$ cat src/rtl/ram_pkt_tx_if.sv
// Packet transmitter bus bundle: former handshake, packet RAM read port,
// byte stream towards the UDP/MAC side and status flags.
//   master : the transmitter (drives adr_rd, tx_*, end_tx, busy, crc_err)
//   slave  : the environment (former, packet RAM, byte sink)
interface ram_pkt_tx_if #(
  parameter int unsigned ADR_W = 11
);
  logic             start;
  logic [7:0]       channel;
  logic [15:0]      nbuf;
  logic [31:0]      crc_buf;
  logic [ADR_W-1:0] adr_rd;
  logic [31:0]      q_rd;
  logic [7:0]       tx_data;
  logic             tx_valid;
  logic             tx_ready;
  logic             tx_sop;
  logic             tx_eop;
  logic             end_tx;
  logic             busy;
  logic             crc_err;

  modport master (
    input  start, channel, nbuf, crc_buf, q_rd, tx_ready,
    output adr_rd, tx_data, tx_valid, tx_sop, tx_eop, end_tx, busy, crc_err
  );

  modport slave (
    output start, channel, nbuf, crc_buf, q_rd, tx_ready,
    input  adr_rd, tx_data, tx_valid, tx_sop, tx_eop, end_tx, busy, crc_err
  );
endinterface

$ cat src/rtl/ram_pkt_tx.sv
// Packet transmitter: streams a packet held in RAM as bytes.
// Packet = SYNC_BYTE, channel, nbuf[15:8], nbuf[7:0], W=nbuf>>2 RAM words
// (MSB byte first), crc_buf (MSB byte first).
// Ports:
//   clk    : clock, rising edge
//   rst    : asynchronous active-low reset
//   io_bus : ram_pkt_tx_if.master (start/channel/nbuf/crc_buf in, RAM read
//            port adr_rd/q_rd, tx_data/tx_valid/tx_ready/tx_sop/tx_eop,
//            end_tx, busy, crc_err)
// Optional macro TX_CRC_CHECK_EN: sums q_rd[31:16]+q_rd[15:0] over the payload
// and flags crc_err when the sum differs from crc_buf.
module ram_pkt_tx #(
  parameter logic [7:0]  SYNC_BYTE = 8'hA5,
  parameter int unsigned ADR_W     = 11
) (
  input logic          clk,
  input logic          rst,
  ram_pkt_tx_if.master io_bus
);

  typedef enum logic [2:0] {StIdle, StHdr, StFetch, StPay, StTrl, StDone} state_e;

  state_e           r_state;
  logic [7:0]       r_chan;
  logic [15:0]      r_nbuf;
  logic [31:0]      r_crc;
  logic [31:0]      r_word;
  logic [13:0]      r_widx;
  logic [1:0]       r_bcnt;
  logic [ADR_W-1:0] r_adr;
  logic [7:0]       r_data;
  logic             r_valid, r_sop, r_eop, r_end, r_busy;

  logic [13:0] w_nwords;
  logic        w_adv, w_last_word, w_accept, w_cap, w_fin;
  logic [7:0]  w_hdr_byte, w_pay_byte, w_crc_byte;

  assign w_nwords    = r_nbuf[15:2];
  // Output slot is free or its byte is being taken this cycle.
  assign w_adv       = !r_valid || io_bus.tx_ready;
  assign w_last_word = (r_widx == w_nwords - 14'd1);
  assign w_accept    = (r_state == StIdle) && io_bus.start && !r_busy;
  // Word capture: first word in FETCH, then the prefetched word as the
  // last byte of the current word is loaded.
  assign w_cap       = (r_state == StFetch) ||
                       ((r_state == StPay) && w_adv && (r_bcnt == 2'd3) && !w_last_word);
  assign w_fin       = (r_state == StTrl) && r_eop && io_bus.tx_ready;

  always_comb begin
    w_hdr_byte = SYNC_BYTE;
    w_pay_byte = r_word[31:24];
    w_crc_byte = r_crc[31:24];
    unique case (r_bcnt)
      2'd0: begin
        w_hdr_byte = SYNC_BYTE;
        w_pay_byte = r_word[31:24];
        w_crc_byte = r_crc[31:24];
      end
      2'd1: begin
        w_hdr_byte = r_chan;
        w_pay_byte = r_word[23:16];
        w_crc_byte = r_crc[23:16];
      end
      2'd2: begin
        w_hdr_byte = r_nbuf[15:8];
        w_pay_byte = r_word[15:8];
        w_crc_byte = r_crc[15:8];
      end
      default: begin
        w_hdr_byte = r_nbuf[7:0];
        w_pay_byte = r_word[7:0];
        w_crc_byte = r_crc[7:0];
      end
    endcase
  end

  always_ff @(posedge clk or negedge rst) begin
    if (!rst) begin
      r_state <= StIdle;
      r_chan  <= '0;
      r_nbuf  <= '0;
      r_crc   <= '0;
      r_word  <= '0;
      r_widx  <= '0;
      r_bcnt  <= '0;
      r_adr   <= '0;
      r_data  <= '0;
      r_valid <= 1'b0;
      r_sop   <= 1'b0;
      r_eop   <= 1'b0;
      r_end   <= 1'b0;
      r_busy  <= 1'b0;
    end else begin
      // A transferred byte empties the slot unless a state reloads it below.
      if (r_valid && io_bus.tx_ready) begin
        r_valid <= 1'b0;
        r_sop   <= 1'b0;
        r_eop   <= 1'b0;
      end
      if (w_cap) begin
        r_word <= io_bus.q_rd;
      end
      unique case (r_state)
        StIdle: begin
          if (w_accept) begin
            r_chan  <= io_bus.channel;
            r_nbuf  <= io_bus.nbuf;
            r_crc   <= io_bus.crc_buf;
            r_busy  <= 1'b1;
            r_adr   <= '0;
            r_widx  <= '0;
            r_bcnt  <= '0;
            r_state <= StHdr;
          end
        end
        StHdr: begin
          if (w_adv) begin
            r_data  <= w_hdr_byte;
            r_valid <= 1'b1;
            r_sop   <= (r_bcnt == 2'd0);
            r_eop   <= 1'b0;
            r_bcnt  <= r_bcnt + 2'd1;
            if (r_bcnt == 2'd3) begin
              r_state <= (w_nwords == 14'd0) ? StTrl : StFetch;
            end
          end
        end
        StFetch: begin
          // adr_rd has held word 0 since accept, so q_rd is already valid.
          r_widx  <= '0;
          r_bcnt  <= '0;
          if (w_nwords > 14'd1) begin
            r_adr <= ADR_W'(1);
          end
          r_state <= StPay;
        end
        StPay: begin
          if (w_adv) begin
            r_data  <= w_pay_byte;
            r_valid <= 1'b1;
            r_sop   <= 1'b0;
            r_eop   <= 1'b0;
            r_bcnt  <= r_bcnt + 2'd1;
            if (r_bcnt == 2'd3) begin
              if (w_last_word) begin
                r_state <= StTrl;
              end else begin
                r_widx <= r_widx + 14'd1;
                // Prefetch one word ahead, never past the last word.
                if (({1'b0, r_widx} + 15'd2) < {1'b0, w_nwords}) begin
                  r_adr <= ADR_W'({1'b0, r_widx} + 15'd2);
                end
              end
            end
          end
        end
        StTrl: begin
          if (r_eop) begin
            if (w_fin) begin
              r_end   <= 1'b1;
              r_state <= StDone;
            end
          end else if (w_adv) begin
            r_data  <= w_crc_byte;
            r_valid <= 1'b1;
            r_sop   <= 1'b0;
            r_eop   <= (r_bcnt == 2'd3);
            r_bcnt  <= r_bcnt + 2'd1;
          end
        end
        StDone: begin
          r_end   <= 1'b0;
          r_busy  <= 1'b0;
          r_state <= StIdle;
        end
        default: r_state <= StIdle;
      endcase
    end
  end

  assign io_bus.adr_rd   = r_adr;
  assign io_bus.tx_data  = r_data;
  assign io_bus.tx_valid = r_valid;
  assign io_bus.tx_sop   = r_sop;
  assign io_bus.tx_eop   = r_eop;
  assign io_bus.end_tx   = r_end;
  assign io_bus.busy     = r_busy;

`ifdef TX_CRC_CHECK_EN
  logic [31:0] r_sum;
  logic        r_crc_err;

  always_ff @(posedge clk or negedge rst) begin
    if (!rst) begin
      r_sum     <= '0;
      r_crc_err <= 1'b0;
    end else if (w_accept) begin
      r_sum     <= '0;
      r_crc_err <= 1'b0;
    end else begin
      if (w_cap) begin
        r_sum <= r_sum + {16'h0, io_bus.q_rd[31:16]} + {16'h0, io_bus.q_rd[15:0]};
      end
      if (w_fin) begin
        r_crc_err <= (r_sum != r_crc);
      end
    end
  end

  assign io_bus.crc_err = r_crc_err;
`else
  assign io_bus.crc_err = 1'b0;
`endif

endmodule

$ cat src/flat_wrapper.sv
// flat-port wrapper written by rule: the top's interface ports become plain ports
module ram_pkt_tx_flat 
#(
  parameter logic [7:0]  SYNC_BYTE = 8'hA5,
  parameter int unsigned ADR_W     = 11
)
  (clk, rst, io_bus_start, io_bus_channel, io_bus_nbuf, io_bus_crc_buf, io_bus_q_rd, io_bus_tx_ready, io_bus_adr_rd, io_bus_tx_data, io_bus_tx_valid, io_bus_tx_sop, io_bus_tx_eop, io_bus_end_tx, io_bus_busy, io_bus_crc_err);
  ram_pkt_tx_if #(.ADR_W(ADR_W)) io_bus_i ();
  input logic clk;
  input logic rst;
  input wire logic [$bits(io_bus_i.start)-1:0] io_bus_start;
  input wire logic [$bits(io_bus_i.channel)-1:0] io_bus_channel;
  input wire logic [$bits(io_bus_i.nbuf)-1:0] io_bus_nbuf;
  input wire logic [$bits(io_bus_i.crc_buf)-1:0] io_bus_crc_buf;
  input wire logic [$bits(io_bus_i.q_rd)-1:0] io_bus_q_rd;
  input wire logic [$bits(io_bus_i.tx_ready)-1:0] io_bus_tx_ready;
  output wire logic [$bits(io_bus_i.adr_rd)-1:0] io_bus_adr_rd;
  output wire logic [$bits(io_bus_i.tx_data)-1:0] io_bus_tx_data;
  output wire logic [$bits(io_bus_i.tx_valid)-1:0] io_bus_tx_valid;
  output wire logic [$bits(io_bus_i.tx_sop)-1:0] io_bus_tx_sop;
  output wire logic [$bits(io_bus_i.tx_eop)-1:0] io_bus_tx_eop;
  output wire logic [$bits(io_bus_i.end_tx)-1:0] io_bus_end_tx;
  output wire logic [$bits(io_bus_i.busy)-1:0] io_bus_busy;
  output wire logic [$bits(io_bus_i.crc_err)-1:0] io_bus_crc_err;
  assign io_bus_i.start = io_bus_start;
  assign io_bus_i.channel = io_bus_channel;
  assign io_bus_i.nbuf = io_bus_nbuf;
  assign io_bus_i.crc_buf = io_bus_crc_buf;
  assign io_bus_i.q_rd = io_bus_q_rd;
  assign io_bus_i.tx_ready = io_bus_tx_ready;
  assign io_bus_adr_rd = io_bus_i.adr_rd;
  assign io_bus_tx_data = io_bus_i.tx_data;
  assign io_bus_tx_valid = io_bus_i.tx_valid;
  assign io_bus_tx_sop = io_bus_i.tx_sop;
  assign io_bus_tx_eop = io_bus_i.tx_eop;
  assign io_bus_end_tx = io_bus_i.end_tx;
  assign io_bus_busy = io_bus_i.busy;
  assign io_bus_crc_err = io_bus_i.crc_err;
  ram_pkt_tx #(.SYNC_BYTE(SYNC_BYTE), .ADR_W(ADR_W)) u_core (.clk(clk), .rst(rst), .io_bus(io_bus_i));
endmodule
$ cat config.mk
export PLATFORM = sky130hd
export DESIGN_NAME = ram_pkt_tx_flat
export DESIGN_NICKNAME = d
export VERILOG_FILES = /design/src/rtl/ram_pkt_tx_if.sv /design/src/rtl/ram_pkt_tx.sv /design/src/flat_wrapper.sv
export SDC_FILE = /design/constraint.sdc
export NUM_CORES = 1
export LEC_CHECK = 0
export CAP_MARGIN = 0
export CORE_MARGIN = 2
export CORE_UTILIZATION = 45
export CTS_BUF_LIST = sky130_fd_sc_hd__clkbuf_4
export CTS_CLUSTER_DIAMETER = 80
export DETAILED_ROUTE_END_ITERATION = 7
export MAX_ROUTING_LAYER = met4
export PLACE_DENSITY = 0.69
export SLEW_MARGIN = 0
export SYNTH_ARGS = -nofsm -noshare
export SYNTH_HDL_FRONTEND = slang
export SYNTH_SLANG_ARGS = --single-unit
$ cat constraint.sdc
create_clock -name clk -period 6.1 [get_ports clk]
set_input_delay 0.61 -clock clk [delete_from_list [all_inputs] [get_ports clk]]
set_output_delay 0.61 -clock clk [all_outputs]
set_load 0.1 [all_outputs]
==> flow_summary.toml <==
[setup_path]
crit_slowest_cell = "o211ai_2"
startpoint = "u_core.r_widx[4]"
worstPathMaxFanout = 11
crit_required_ns = 6.57
crit_path_start_kind = "register"
crit_type = "register to register"
worst-path-buf-inv = 0
worstPathCellList = "and3_1, and3_1, nand3_1, nor2_1, xnor2_1, ha_1, nand3_1, nor4_1, a21oi_1, o211ai_2, mux2_2"
critPathMaxStageDelay_ns = 0.65
end_kind = "register"
worstReg2RegStart = "u_core.r_widx[4]"
ff2ff_setup_slack_ns = 2.58
arrival_ns = 3.98
cpLargestDelayFamily = "simple AND/OR/NAND/NOR gates"

[die]
start_util_pct = 46.3
core_um2 = 15300
die_x_um = 130
fp.dieArea_um2 = 16800
rows = 45
fp.dieH_um = 130
ios = 117

[logic_synthesis]
yosys-top-cells-count = "131 x dfrtp_1, 75 x mux2_2, 65 x nand2_1, 49 x o21ai_0, 36 x inv_1"
synth_cells = 683
yosys_most_used_dff = "dfrtp_1"
synth_edf_count = 0
ys_seq_area_share_pct = 46.2
syn-cell-area_um2 = 7090
async_flop_share_pct = 100
synth-seq-cells = 131
avgSynthCellArea_um2 = 10.4
synth_cell_types = 63
synth_top_cell_area_share_pct = 46.2
synth_fa_ha_area_share_pct = 4.23
synth_compound_area_share_pct = 14.2
post-synth-top-area-cell = "dfrtp_1"
yosysWarnings = 0
muxShareOfSynthArea_pct = 13.7
synth_xor_area_share_pct = 3.70
syn_nets = 799
synth.most_common_cell = "dfrtp_1"
synth_simple_gate_area_share_pct = 12.7
synth.area.top_cells = "dfrtp_1 46%, mux2_2 12%, ha_1 4.2%"
synth_top_family_by_area = "compound AO/OA/AOI/OAI gates"

[timing]
fin_crit_ns = 3.52
rsz0062_at_grt = "no"
relSlewSlack_pct = 20.5
tightest_slew_ns = 1.18
period_share_pct = 57.7
clock.fmax_mhz = 284
fin_worst_skew_ns = 0.0244
finalSetupTns_ns = 0
hold_viol = 0
report.final.setup_viol = 0
finalMaxSlewViolations = 0

[cts]
cts_num_sinks = 131
cts_max_path_buffers = 2
cts_tree = "yes"
cts-htree-levels = 4
clk_latency_ns = 0.56
cts.clk_slew.worst_paths_ns = 0.14
cts_root_buf = "clkbuf_4"
postCtsSetupBuffers = 0
postCtsHoldBufs = 0
cts_resized = 0
cts_buffers = 17

[finish]
n_fill_cell = 1335
drive_gt1_share_pct = 15.9
antenna_cells = 0
nets = 895
syn2layout_area_growth_pct = 21.7

[drt]
num_vias = 5630
wirelength_um = 18200
vias_per_cell = 5.61
first_pass_iters = 6
routedWlPerCell_um = 18.2
drt-met1-wl_um = 7810
dr_wl_met3_um = 995
drc = 0
postRouteAntennaNets = 0
routed.top_layer = "met4"
wl_met2_um = 9030
drt-initial-drc-count = 529

[global_routing]
grt_usage_pct = 23.5
grt_antenna_before_repair = 0
overflow = 0
grt_pass1_vias = 5798
grt_pass1_wl_um = 29500
grt_max_degree = 73

[placement]
dpl.hpwl_um = 13400
io_buffers = 115
place_congestion = 0.873

[power_and_ir_drop]
ir_worst_vdd_v = 0.000240
p_total_w = 0.00393
p_per_area_nw_per_um2 = 455
p_leak_nw = 3.67

[status]
status = "completed"

[job]
maxCapViolCount = 0

[hold_path]
worstHoldPathType = "input pin to async pin"
==> routing by layer <==
layer,vias to the layer above,GRT usage (%)
met5,-,-
met4,0,7.53
met3,28,5.86
met2,164,38.2
met1,2777,29.1
li1,2661,-
==> layout make-up <==
type | count | area (um^2) | share of cell area (%)
clock inverters | 14 | 189 | 2.19
inverters | 36 | 135 | 1.56
clock buffers | 18 | 135 | 1.56
repair buffers | 119 | 1180 | 13.7
flip-flops and latches | 131 | 3280 | 38.0
well taps | 211 | 264 | 3.06
multi-input cells | 474 | 3450 | 40.0
==> final timing paths <==
kind / depth (start not counted) / endpoint
max: 11 / u_core.io_bus.adr_rd[0]
min: 1 / u_core.io_bus.adr_rd[0]
max reg2reg: 11 / u_core.io_bus.adr_rd[0]
min reg2reg: 1 / u_core.r_crc[4]
max in group asynchronous: 2 / u_core.r_nbuf[14]
min in group clk: 1 / u_core.r_crc[4]
==> flip-flops by register name (all words and copies together) (netlist names), 2 cells and up <==
signal                 flops
u_core.r_crc              32
u_core.r_bcnt              2
u_core.r_chan              8
u_core.r_state             3
u_core.r_widx             14
u_core.r_nbuf             16
u_core.r_word             32
u_core.io_bus.tx_data      8
u_core.io_bus.adr_rd      11
==> where the power goes <==
part	internal, W	leakage, nW	total (W)	switching [W]
combinational	0.000717	1.88	0.00178	0.00107
sequential	0.00119	1.62	0.00148	0.000288
clock	0.000302	0.169	0.000671	0.000369
==> cell families after synthesis <==
family	count (synthesis)
and+or+nand+nor	176
AOI/OAI and AO/OA	156
DFF	131
muxes	87
buffers and inverters	78
xor gates and xnor gates	30
adders and majority gates	24
other	1
==> through the flow <==
stage | utilization, % | setup slack (ns) | instance area (um^2) | hold WS, ns | instances
2_1_floorplan | - | 3.14 | 7090 | 0.314 | 683
3_3_place_gp | 54.3 | 2.50 | 8310 | 0.473 | 971
3_5_place_dp | 54.3 | 2.41 | 8310 | 0.486 | 971
4_1_cts | 56.4 | 2.57 | 8630 | 0.104 | 1003
5_1_grt | 56.4 | 2.34 | 8630 | 0.119 | 1003
6_report | 56.4 | 2.58 | 8630 | 0.101 | 1003
==> placed cells by master, fill, tap and decap left out, types with 12 or more instances in the layout <==
cell type,instances
dfrtp_1,131
clkdlybuf4s50_1,114
mux2_2,75
nand2_1,65
o21ai_0,49
inv_1,36
a21oi_1,34
nor2_1,31
ha_1,24
clkbuf_4,18
a222oi_1,16
xnor2_1,16
xor2_1,14
nor3_1,13
o22ai_1,12
Note: power is estimated with default switching activity, not from simulation.
